==> src/rtl/apb_nb_bridge_if.sv <==
// APB slave plus native-bus initiator signal bundle for apb_nb_bridge.
// The slave modport is the bridge's view; master is the APB fabric and responder side.
interface apb_nb_bridge_if #(
  parameter int DATA_WIDTH = 8,
  parameter int ADDR_WIDTH = 8
);
  logic                  psel;
  logic                  penable;
  logic                  pwrite;
  logic [ADDR_WIDTH-1:0] paddr;
  logic [DATA_WIDTH-1:0] pwdata;
  logic [DATA_WIDTH-1:0] prdata;
  logic                  pready;
  logic                  pslverr;
  logic                  nb_cs;
  logic                  nb_we;
  logic                  nb_re;
  logic [ADDR_WIDTH-1:0] nb_addr;
  logic [DATA_WIDTH-1:0] nb_wdata;
  logic [DATA_WIDTH-1:0] nb_rdata;
  logic                  nb_ready;

  modport slave (
    input  psel, penable, pwrite, paddr, pwdata, nb_rdata, nb_ready,
    output prdata, pready, pslverr, nb_cs, nb_we, nb_re, nb_addr, nb_wdata
  );

  modport master (
    output psel, penable, pwrite, paddr, pwdata, nb_rdata, nb_ready,
    input  prdata, pready, pslverr, nb_cs, nb_we, nb_re, nb_addr, nb_wdata
  );
endinterface

==> src/rtl/apb_nb_bridge.sv <==
// APB slave to native-bus initiator: one APB transfer becomes one native request,
// completed on nb_ready or on a bounded timeout with pslverr.
module apb_nb_bridge #(
  parameter int DATA_WIDTH = 8,
  parameter int ADDR_WIDTH = 8,
  parameter int TIMEOUT    = 16
) (
  input  logic                  clk,
  input  logic                  reset,
  apb_nb_bridge_if.slave        bus
);
  typedef enum logic [1:0] {S_IDLE, S_REQ, S_RESP} state_t;

  localparam logic [7:0] TO_LAST = 8'(TIMEOUT - 1);

  state_t                r_state, w_state;
  logic [7:0]            r_cnt, w_cnt;
  logic                  r_write, w_write;
  logic [DATA_WIDTH-1:0] r_prdata, w_prdata;
  logic                  r_pready, w_pready;
  logic                  r_pslverr, w_pslverr;
  logic                  r_cs, w_cs;
  logic                  r_we, w_we;
  logic                  r_re, w_re;
  logic [ADDR_WIDTH-1:0] r_addr, w_addr;
  logic [DATA_WIDTH-1:0] r_wdata, w_wdata;

  always_ff @(posedge clk) begin
    if (reset) begin
      r_state   <= S_IDLE;
      r_cnt     <= '0;
      r_write   <= 1'b0;
      r_prdata  <= '0;
      r_pready  <= 1'b0;
      r_pslverr <= 1'b0;
      r_cs      <= 1'b0;
      r_we      <= 1'b0;
      r_re      <= 1'b0;
      r_addr    <= '0;
      r_wdata   <= '0;
    end else begin
      r_state   <= w_state;
      r_cnt     <= w_cnt;
      r_write   <= w_write;
      r_prdata  <= w_prdata;
      r_pready  <= w_pready;
      r_pslverr <= w_pslverr;
      r_cs      <= w_cs;
      r_we      <= w_we;
      r_re      <= w_re;
      r_addr    <= w_addr;
      r_wdata   <= w_wdata;
    end
  end

  // Next-state and next-output logic; every output is a register, so inputs
  // only ever reach the pins through one flop stage.
  always_comb begin
    w_state   = r_state;
    w_cnt     = r_cnt;
    w_write   = r_write;
    w_prdata  = r_prdata;
    w_pready  = r_pready;
    w_pslverr = r_pslverr;
    w_cs      = r_cs;
    w_we      = r_we;
    w_re      = r_re;
    w_addr    = r_addr;
    w_wdata   = r_wdata;
    case (r_state)
      S_IDLE: begin
        w_pready  = 1'b0;
        w_pslverr = 1'b0;
        w_cs      = 1'b0;
        w_we      = 1'b0;
        w_re      = 1'b0;
        if (bus.psel && !bus.penable) begin
          w_addr  = bus.paddr;
          w_wdata = bus.pwdata;
          w_write = bus.pwrite;
          w_cs    = 1'b1;
          w_we    = bus.pwrite;
          w_re    = !bus.pwrite;
          w_cnt   = '0;
          w_state = S_REQ;
        end
      end
      S_REQ: begin
        w_cnt = r_cnt + 8'd1;
        if (bus.nb_ready) begin
          if (!r_write) w_prdata = bus.nb_rdata;
          w_pready  = 1'b1;
          w_pslverr = 1'b0;
          w_cs      = 1'b0;
          w_we      = 1'b0;
          w_re      = 1'b0;
          w_state   = S_RESP;
        end else if (r_cnt == TO_LAST) begin
          if (!r_write) w_prdata = '0;
          w_pready  = 1'b1;
          w_pslverr = 1'b1;
          w_cs      = 1'b0;
          w_we      = 1'b0;
          w_re      = 1'b0;
          w_state   = S_RESP;
        end
      end
      S_RESP: begin
        w_pready  = 1'b0;
        w_pslverr = 1'b0;
        w_state   = S_IDLE;
      end
      default: w_state = S_IDLE;
    endcase
  end

  assign bus.prdata   = r_prdata;
  assign bus.pready   = r_pready;
  assign bus.pslverr  = r_pslverr;
  assign bus.nb_cs    = r_cs;
  assign bus.nb_we    = r_we;
  assign bus.nb_re    = r_re;
  assign bus.nb_addr  = r_addr;
  assign bus.nb_wdata = r_wdata;
endmodule

==> src/flat_wrapper.sv <==
// flat-port wrapper written by rule: the top's interface ports become plain ports
module apb_nb_bridge_flat 
#(
  parameter int DATA_WIDTH = 8,
  parameter int ADDR_WIDTH = 8,
  parameter int TIMEOUT    = 16
)
  (clk, reset, bus_psel, bus_penable, bus_pwrite, bus_paddr, bus_pwdata, bus_nb_rdata, bus_nb_ready, bus_prdata, bus_pready, bus_pslverr, bus_nb_cs, bus_nb_we, bus_nb_re, bus_nb_addr, bus_nb_wdata);
  apb_nb_bridge_if #(.DATA_WIDTH(DATA_WIDTH), .ADDR_WIDTH(ADDR_WIDTH)) bus_i ();
  input  logic clk;
  input  logic reset;
  input wire logic [$bits(bus_i.psel)-1:0] bus_psel;
  input wire logic [$bits(bus_i.penable)-1:0] bus_penable;
  input wire logic [$bits(bus_i.pwrite)-1:0] bus_pwrite;
  input wire logic [$bits(bus_i.paddr)-1:0] bus_paddr;
  input wire logic [$bits(bus_i.pwdata)-1:0] bus_pwdata;
  input wire logic [$bits(bus_i.nb_rdata)-1:0] bus_nb_rdata;
  input wire logic [$bits(bus_i.nb_ready)-1:0] bus_nb_ready;
  output wire logic [$bits(bus_i.prdata)-1:0] bus_prdata;
  output wire logic [$bits(bus_i.pready)-1:0] bus_pready;
  output wire logic [$bits(bus_i.pslverr)-1:0] bus_pslverr;
  output wire logic [$bits(bus_i.nb_cs)-1:0] bus_nb_cs;
  output wire logic [$bits(bus_i.nb_we)-1:0] bus_nb_we;
  output wire logic [$bits(bus_i.nb_re)-1:0] bus_nb_re;
  output wire logic [$bits(bus_i.nb_addr)-1:0] bus_nb_addr;
  output wire logic [$bits(bus_i.nb_wdata)-1:0] bus_nb_wdata;
  assign bus_i.psel = bus_psel;
  assign bus_i.penable = bus_penable;
  assign bus_i.pwrite = bus_pwrite;
  assign bus_i.paddr = bus_paddr;
  assign bus_i.pwdata = bus_pwdata;
  assign bus_i.nb_rdata = bus_nb_rdata;
  assign bus_i.nb_ready = bus_nb_ready;
  assign bus_prdata = bus_i.prdata;
  assign bus_pready = bus_i.pready;
  assign bus_pslverr = bus_i.pslverr;
  assign bus_nb_cs = bus_i.nb_cs;
  assign bus_nb_we = bus_i.nb_we;
  assign bus_nb_re = bus_i.nb_re;
  assign bus_nb_addr = bus_i.nb_addr;
  assign bus_nb_wdata = bus_i.nb_wdata;
  apb_nb_bridge #(.DATA_WIDTH(DATA_WIDTH), .ADDR_WIDTH(ADDR_WIDTH), .TIMEOUT(TIMEOUT)) u_core (.clk(clk), .reset(reset), .bus(bus_i));
endmodule
==> config.mk <==
export PLATFORM = sky130hd
export DESIGN_NAME = apb_nb_bridge_flat
export DESIGN_NICKNAME = d
export VERILOG_FILES = /design/src/rtl/apb_nb_bridge_if.sv /design/src/rtl/apb_nb_bridge.sv /design/src/flat_wrapper.sv
export SDC_FILE = /design/constraint.sdc
export NUM_CORES = 1
export LEC_CHECK = 0
export ABC_AREA = 1
export ABC_CLOCK_PERIOD_IN_PS = 1460
export CORE_MARGIN = 3
export CORE_UTILIZATION = 39
export DETAILED_ROUTE_END_ITERATION = 8
export PLACE_DENSITY = 0.8
export SETUP_SLACK_MARGIN = 0.5
export SYNTH_ARGS = -nofsm -noshare
export SYNTH_HDL_FRONTEND = slang
export SYNTH_SLANG_ARGS = --single-unit
==> constraint.sdc <==
create_clock -name clk -period 1.46 [get_ports clk]
set_clock_uncertainty 0.15 [all_clocks]
set_input_delay 0.365 -clock clk [delete_from_list [all_inputs] [get_ports clk]]
set_output_delay 0.365 -clock clk [all_outputs]
set_load 0.01 [all_outputs]
==> results.toml, run 1 <==
[synth]
synth_top_area_frac = 0.490
syn_nets = 262
syn-cell-area_mm2 = 0.00163
synth_top_area_cell = "dfxtp_1"
yosysUniqueCellTypes = 17
seq_area_frac_synth = 0.490
synth_seq_cells = 40
avgSynthCellArea_um2 = 7.07
syn-instance-count = 231
yosysWarnings = 0
synth_area_leaders = "dfxtp_1 49%, nor2_1 13%, nand2_1 11%, o21ai_0 7.0%, inv_1 5.5%"

[outcome]
run_status = "finished with violations"
violations = "setup timing"

[routing]
routedWlPerCell_um = 16.8
routed_via_density = 5.21
first_pass_iters = 4
vias = 1933
drtIter0Drc = 125
drt-total-wl_mm = 6.22
ant_nets = 0
post-route-drc-count = 0

[placement]
numPortBuffers = 58
gp_congestion = 0.785
placed_cells = 339
dpl.hpwl_mm = 2.97
place_area_mm2 = 0.00241

[cells_and_area]
nets = 354
postLayoutCellArea_mm2 = 0.00309
mostFrequentLayoutCell = "nor2_1"
fillers = 221
most-common-layout-cells = "45 x nor2_1, 40 x buf_6, 38 x nand2_1"
syn2layout_area_growth_pct = 89.1
finalNonFillerCells = 371
drive_above_1_share = 0.542
antennaDiodeCount = 0

[global_routing]
grt_max_degree = 18
gr-total-overflow = 0
grtUsageMet2 = 0.361
grt_pass1_vias = 1775
grt_util_met3 = 0.0611
grtUsageTotal = 0.212
grt_antenna_before_repair = 0
grt_util_met1 = 0.239
grt_busiest_layer = "met2"
grt_pass1_wl_mm = 8.43

[die]
fp.dieH_um = 70.7
num_io_pins = 59
num_rows = 22
coreArea_mm2 = 0.00385
die_x_um = 70.7
start_util = 0.424
dieArea_mm2 = 0.00500

[power_and_ir_drop]
p_leak_uw = 0.00131
ir_worst_vdd_v = 0.000814
cellPowerDensity_mw_per_mm2 = 807

[job]
cap_viol_max_count = 0

[cts]
clock_latency_ns = 0.30
numCtsBuffers = 5
cts.sinks = 40
clockBufferDepth = 2
cts-htree-levels = 2
clockRootBuffer = "clkbuf_8"
tritoncts = "yes"
clk_pin_slew_ns = 0.08

[timing]
worst_slack_ns = -0.0367
hold_viol = 0
tightestPinTransition_ns = 0.241
final_max_slew_viol_count = 0
grt_setup_unrepaired = "true"
layout_min_cycle_time_ns = 1.50
slew_headroom = 0.839
finalSetupViolations = 7
fmax_mhz = 668
min_period_over_period = 1.03

[worst_setup_path]
cpMaxStageDelayCell = "dfxtp_2"
cp.required_ns = 1.54
cpMostUsedCell = "nand2_1"
critPathArrivalTime_ns = 1.58
path_max_fanout = 6
start_kind = "flop"
slowest_delay_ns = 0.35
crit_type = "reg2reg"
crit_chain = "nor2_2 -> nand2_2 -> o21bai_4 -> buf_6 -> nand3_4 -> nand2_1 -> nand2_1 -> nor2_1"
worst_setup_path_end_kind = "flop"

[worst_hold_path]
min_path_type = "reg2reg"
[report_power, final]
group | total, uW | internal, uW | switching, uW | leakage (uW)
sequential | 1190 | 1150 | 39.2 | 0.000343
clock | 730 | 324 | 406 | 0.0000400
combinational | 575 | 304 | 272 | 0.000927
total | 2490 | 1780 | 716 | 0.00131
[metal layers]
| layer | vias up | part of all wire |
|---|---|---|
| met5 | - | 0 |
| met4 | 0 | 0.030 |
| met3 | 20 | 0.067 |
| met2 | 97 | 0.52 |
| met1 | 907 | 0.38 |
| li1 | 909 | - |
[what timing repair did]
action | CTS | global route
buffers inserted | 14 | 7
endpoints found under the setup margin | 69 | 69
hold buffers | 0 | 0
pin swaps | 14 | 10
gates cloned | 3 | 1
gates resized for setup | 237 | 42
[layout make-up]
type / count / area, um2 / share of cell area
sequential: 40 / 850 / 0.275
inverter: 26 / 135 / 0.0437
clock buffer: 5 / 68.8 / 0.0223
clock inverter: 2 / 12.5 / 0.00405
multi-input combinational: 158 / 1010 / 0.327
timing repair buffer: 92 / 953 / 0.309
tap: 48 / 60.1 / 0.0194
[kinds of logic after synthesis]
kind of cell	after synthesis	synth area share
adder cells (fa/ha/maj)	1	0.00766
AO/OA/AOI/OAI	39	0.131
AND/OR/NAND/NOR	116	0.283
flip-flops	40	0.490
buffers and inverters	35	0.0881
[cell usage after synthesis]
master and n:
clkinv_1 2, clkbuf_1 6, buf_4 1, nor2_1 58, buf_2 1, nand3_1 4, ha_1 1, inv_1 24
buf_6 1, dfxtp_1 40, o21bai_4 1, a21oi_1 13, nand2_1 48, o21ai_0 23, a211oi_1 2, nand3_2 2
nand4_1 4
[worst max-delay path, delay by kind of cell (launching register included)]
| kind | cells | cell delay (ns) |
|---|---|---|
| and+or+nand+nor | 6 | 0.59 |
| DFF | 1 | 0.35 |
| buffers and inverters | 1 | 0.13 |
| AOI/OAI and AO/OA | 1 | 0.22 |
[final timing paths]
path | from | end | slack (ns) | cells past startpoint
max | u_core.r_cnt[6]$_SDFFE_PP0P_ | u_core.bus.prdata[1]$_SDFFE_PP0P_ | -0.04 | 8
min | u_core.bus.nb_addr[1]$_SDFFE_PP0P_ | u_core.bus.nb_addr[1]$_SDFFE_PP0P_ | 0.34 | 2
max reg2reg | u_core.r_cnt[6]$_SDFFE_PP0P_ | u_core.bus.prdata[1]$_SDFFE_PP0P_ | -0.04 | 8
min reg2reg | u_core.bus.nb_addr[1]$_SDFFE_PP0P_ | u_core.bus.nb_addr[1]$_SDFFE_PP0P_ | 0.34 | 2
[stage by stage]
stage	worst slack (ns)	setup TNS (ns)	power, uW	hold slack [ns]	util
6_report	-0.0367	-0.0737	2490	0.341	0.802
5_1_grt	-0.132	-0.819	2600	0.357	0.802
4_1_cts	0.0828	0	2400	0.316	0.748
3_5_place_dp	-0.410	-12.32	1600	0.306	0.625
3_3_place_gp	-0.359	-11.41	1590	0.300	0.625
2_1_floorplan	0.0758	0	1380	0.276	-
[flip-flops by register name, summed over array words and instances (netlist names)]
register             count
u_core.bus.nb_re         1
u_core.bus.pslverr       1
u_core.bus.pready        1
u_core.bus.nb_addr       8
u_core.bus.nb_cs         1
u_core.r_cnt             8
u_core.bus.prdata        8
u_core.r_state           2
u_core.bus.nb_we         1
u_core.r_write           1
u_core.bus.nb_wdata      8
(Power assumes the default switching activity.)
==> run 2: changes to the inputs <==
--- a/config.mk
+++ b/config.mk
@@ -5,12 +5,11 @@
 export SDC_FILE = /design/constraint.sdc
 export NUM_CORES = 1
 export LEC_CHECK = 0
-export ABC_AREA = 1
 export ABC_CLOCK_PERIOD_IN_PS = 1460
 export CORE_MARGIN = 3
-export CORE_UTILIZATION = 39
+export CORE_UTILIZATION = 40
 export DETAILED_ROUTE_END_ITERATION = 8
-export PLACE_DENSITY = 0.8
+export PLACE_DENSITY = 0.81
 export SETUP_SLACK_MARGIN = 0.5
 export SYNTH_ARGS = -nofsm -noshare
 export SYNTH_HDL_FRONTEND = slang
==> results.toml, run 2 <==
[outcome]
run_status = "finished with violations"
violations = "setup timing"

[power_and_ir_drop]
power_switching_uw = 626
combPwrFrac = 0.209
cellPowerDensity_mw_per_mm2 = 775
p_seq_frac = 0.495
p_leak_uw = 0.00128
ir_worst_vdd_v = 0.000608
swShare = 0.263
internal_power_uw = 1750
total_power_uw = 2380
clkPwrFrac = 0.297

[placement]
numPortBuffers = 58
dpl.hpwl_mm = 3.32
place_ws_ns = -0.694
gp_congestion = 0.828

[global_routing]
grtUsageTotal = 0.202
gr-total-overflow = 0
grt_busiest_layer = "met2"
grtUsageMet2 = 0.345
grt_util_met3 = 0.0477
grt_util_met1 = 0.242
grt_antenna_before_repair = 0
grt_pass1_wl_mm = 8.32
grt_pass1_vias = 1824
grt_max_degree = 16

[cts]
clockRootBuffer = "clkbuf_8"
clk_pin_slew_ns = 0.07
cts.sinks = 40
clock_latency_ns = 0.29
numCtsBuffers = 5
cts_hold_buffers = 0
clockBufferDepth = 2
tritoncts = "yes"
cts-htree-levels = 2

[timing]
final_max_slew_viol_count = 0
worst_slack_ns = -0.135
layout_min_cycle_time_ns = 1.59
fmax_mhz = 627
slew_headroom = 0.774
min_period_over_period = 1.09
grt_setup_unrepaired = "true"
tightestPinTransition_ns = 0.338
finalSetupViolations = 39
hold_viol = 0

[routing]
ant_nets = 0
vias = 1855
routedWlPerCell_um = 16.0
post-route-drc-count = 0
drt-total-wl_mm = 5.54
routed_via_density = 5.35
first_pass_iters = 4
drtIter0Drc = 109

[synth]
async_flop_share = 0
seq_area_frac_synth = 0.463
synth_seq_cells = 40
synth_top_area_frac = 0.463
yosys.area_share.simple = 0.243
synth_top_area_cell = "dfxtp_1"
yosysUniqueCellTypes = 40
syn-instance-count = 201
synthTopCellsByCount = "44 x nand2_1, 40 x dfxtp_1, 25 x a21oi_1"
avgSynthCellArea_um2 = 8.60
synth_xor_area_frac = 0
syn_nets = 232
yosysWarnings = 0
synthMuxAreaShare = 0.0528
synthMostInstantiatedCell = "nand2_1"
synth_compound_area_frac = 0.185
synth_edf_count = 0
synthAdderAreaFrac = 0.00724
synthFlopType = "dfxtp_1"
syn-cell-area_mm2 = 0.00173
synth_area_leaders = "dfxtp_1 46%, nand2_1 9.6%, a21oi_1 7.2%, mux2i_1 4.6%, nand3b_1 4.3%"
synth_top_family_by_area = "simple AND/OR/NAND/NOR gates"

[cells_and_area]
syn2layout_area_growth_pct = 77.4
drive_above_1_share = 0.505
fillers = 266
antennaDiodeCount = 0
most-common-layout-cells = "37 x buf_4, 35 x buf_6, 31 x nand2_1, 31 x dfxtp_2, 27 x clkdlybuf4s50_1"
mostFrequentLayoutCell = "buf_4"
nets = 328

[die]
fp.dieH_um = 71.8
num_io_pins = 59
die_x_um = 71.8
num_rows = 23
dieArea_mm2 = 0.00515
coreArea_mm2 = 0.00409
start_util = 0.423

[worst_hold_path]
min_path_type = "reg2reg"

[worst_setup_path]
critPathArrivalTime_ns = 1.67
cp.required_ns = 1.53
start_kind = "flop"
worst_setup_path_end_kind = "flop"
crit_type = "reg2reg"
path_max_fanout = 13

[job]
cap_viol_max_count = 0
run 2: final cells by class:
type	instances	area, um2	area share
Sequential cell	40	843	0.275
Inverter	3	11.3	0.00367
Tap cell	50	62.6	0.0204
Clock buffer	6	72.6	0.0237
Clock inverter	1	5.00	0.00163
Timing Repair Buffer	105	1030	0.334
Multi-Input combinational cell	142	1050	0.341
run 2: logic make-up after synthesis:
logic type | after synthesis
buffers and inverters | 19
flip-flops | 40
AND/OR/NAND/NOR | 82
AO/OA/AOI/OAI | 50
adder cells (fa/ha/maj) | 1
multiplexers | 9
run 2: metrics by stage:
stage | instances | cell area, um2 | util | hold WS (ns) | setup TNS, ns
6_report | 347 | 3070 | 0.751 | 0.312 | -2.54
5_1_grt | 347 | 3070 | 0.751 | 0.335 | -4.16
4_1_cts | 343 | 2850 | 0.698 | 0.311 | -2.20
3_5_place_dp | 328 | 2590 | 0.633 | 0.296 | -19.06
3_3_place_gp | 328 | 2590 | 0.633 | 0.291 | -18.49
2_1_floorplan | 201 | 1760 | - | 0.286 | -3.12
run 2: metal layers:
| layer | share of wire | vias to the layer above |
|---|---|---|
| met2 | 0.54 | 61 |
| met3 | 0.051 | 11 |
| met4 | 0.018 | 0 |
| li1 | - | 893 |
| met1 | 0.39 | 890 |
| met5 | 0 | - |
run 2: power groups by stage:
stage          combinational [uW]  clock [uW]  sequential (uW)
2_1_floorplan                 151           0             1200
3_3_place_gp                  394           0             1180
3_5_place_dp                  399           0             1180
4_1_cts                       434         710             1170
5_1_grt                       531         755             1180
6_report                      497         705             1180
run 2: repair_timing:
action / in CTS / in global routing
setup buffers: 7 / 4
pin swaps: 6 / 21
gates resized for setup: 192 / 48
cloned: 1 / 0
endpoints found under the setup margin: 69 / 69
run 2: critical path, cell delays in order (launching register included):
cell and delay, ns:
dfxtp_2 0.32, or4_4 0.56, o21ai_4 0.18, buf_12 0.15, and3_1 0.16
run 2: final timing paths:
check | startpoint | endpoint | slack (ns) | cells after the start
setup / recovery | u_core.r_cnt[6]$_SDFFE_PP0P_ | u_core.r_state[1]$_SDFFE_PP0P_ | -0.13 | 4
hold / removal | u_core.bus.nb_wdata[7]$_SDFFE_PP0P_ | u_core.bus.nb_wdata[7]$_SDFFE_PP0P_ | 0.31 | 2
setup reg to reg | u_core.r_cnt[6]$_SDFFE_PP0P_ | u_core.r_state[1]$_SDFFE_PP0P_ | -0.13 | 4
hold reg to reg | u_core.bus.nb_wdata[7]$_SDFFE_PP0P_ | u_core.bus.nb_wdata[7]$_SDFFE_PP0P_ | 0.31 | 2
==> run 3: changes to the inputs <==
--- a/config.mk
+++ b/config.mk
@@ -11,6 +11,7 @@
 export DETAILED_ROUTE_END_ITERATION = 8
 export PLACE_DENSITY = 0.81
 export SETUP_SLACK_MARGIN = 0.5
+export SKIP_LAST_GASP = 1
 export SYNTH_ARGS = -nofsm -noshare
 export SYNTH_HDL_FRONTEND = slang
 export SYNTH_SLANG_ARGS = --single-unit
==> results of run 3 <==
No change in the layout: final DEF, timing and power equal those of run 2.
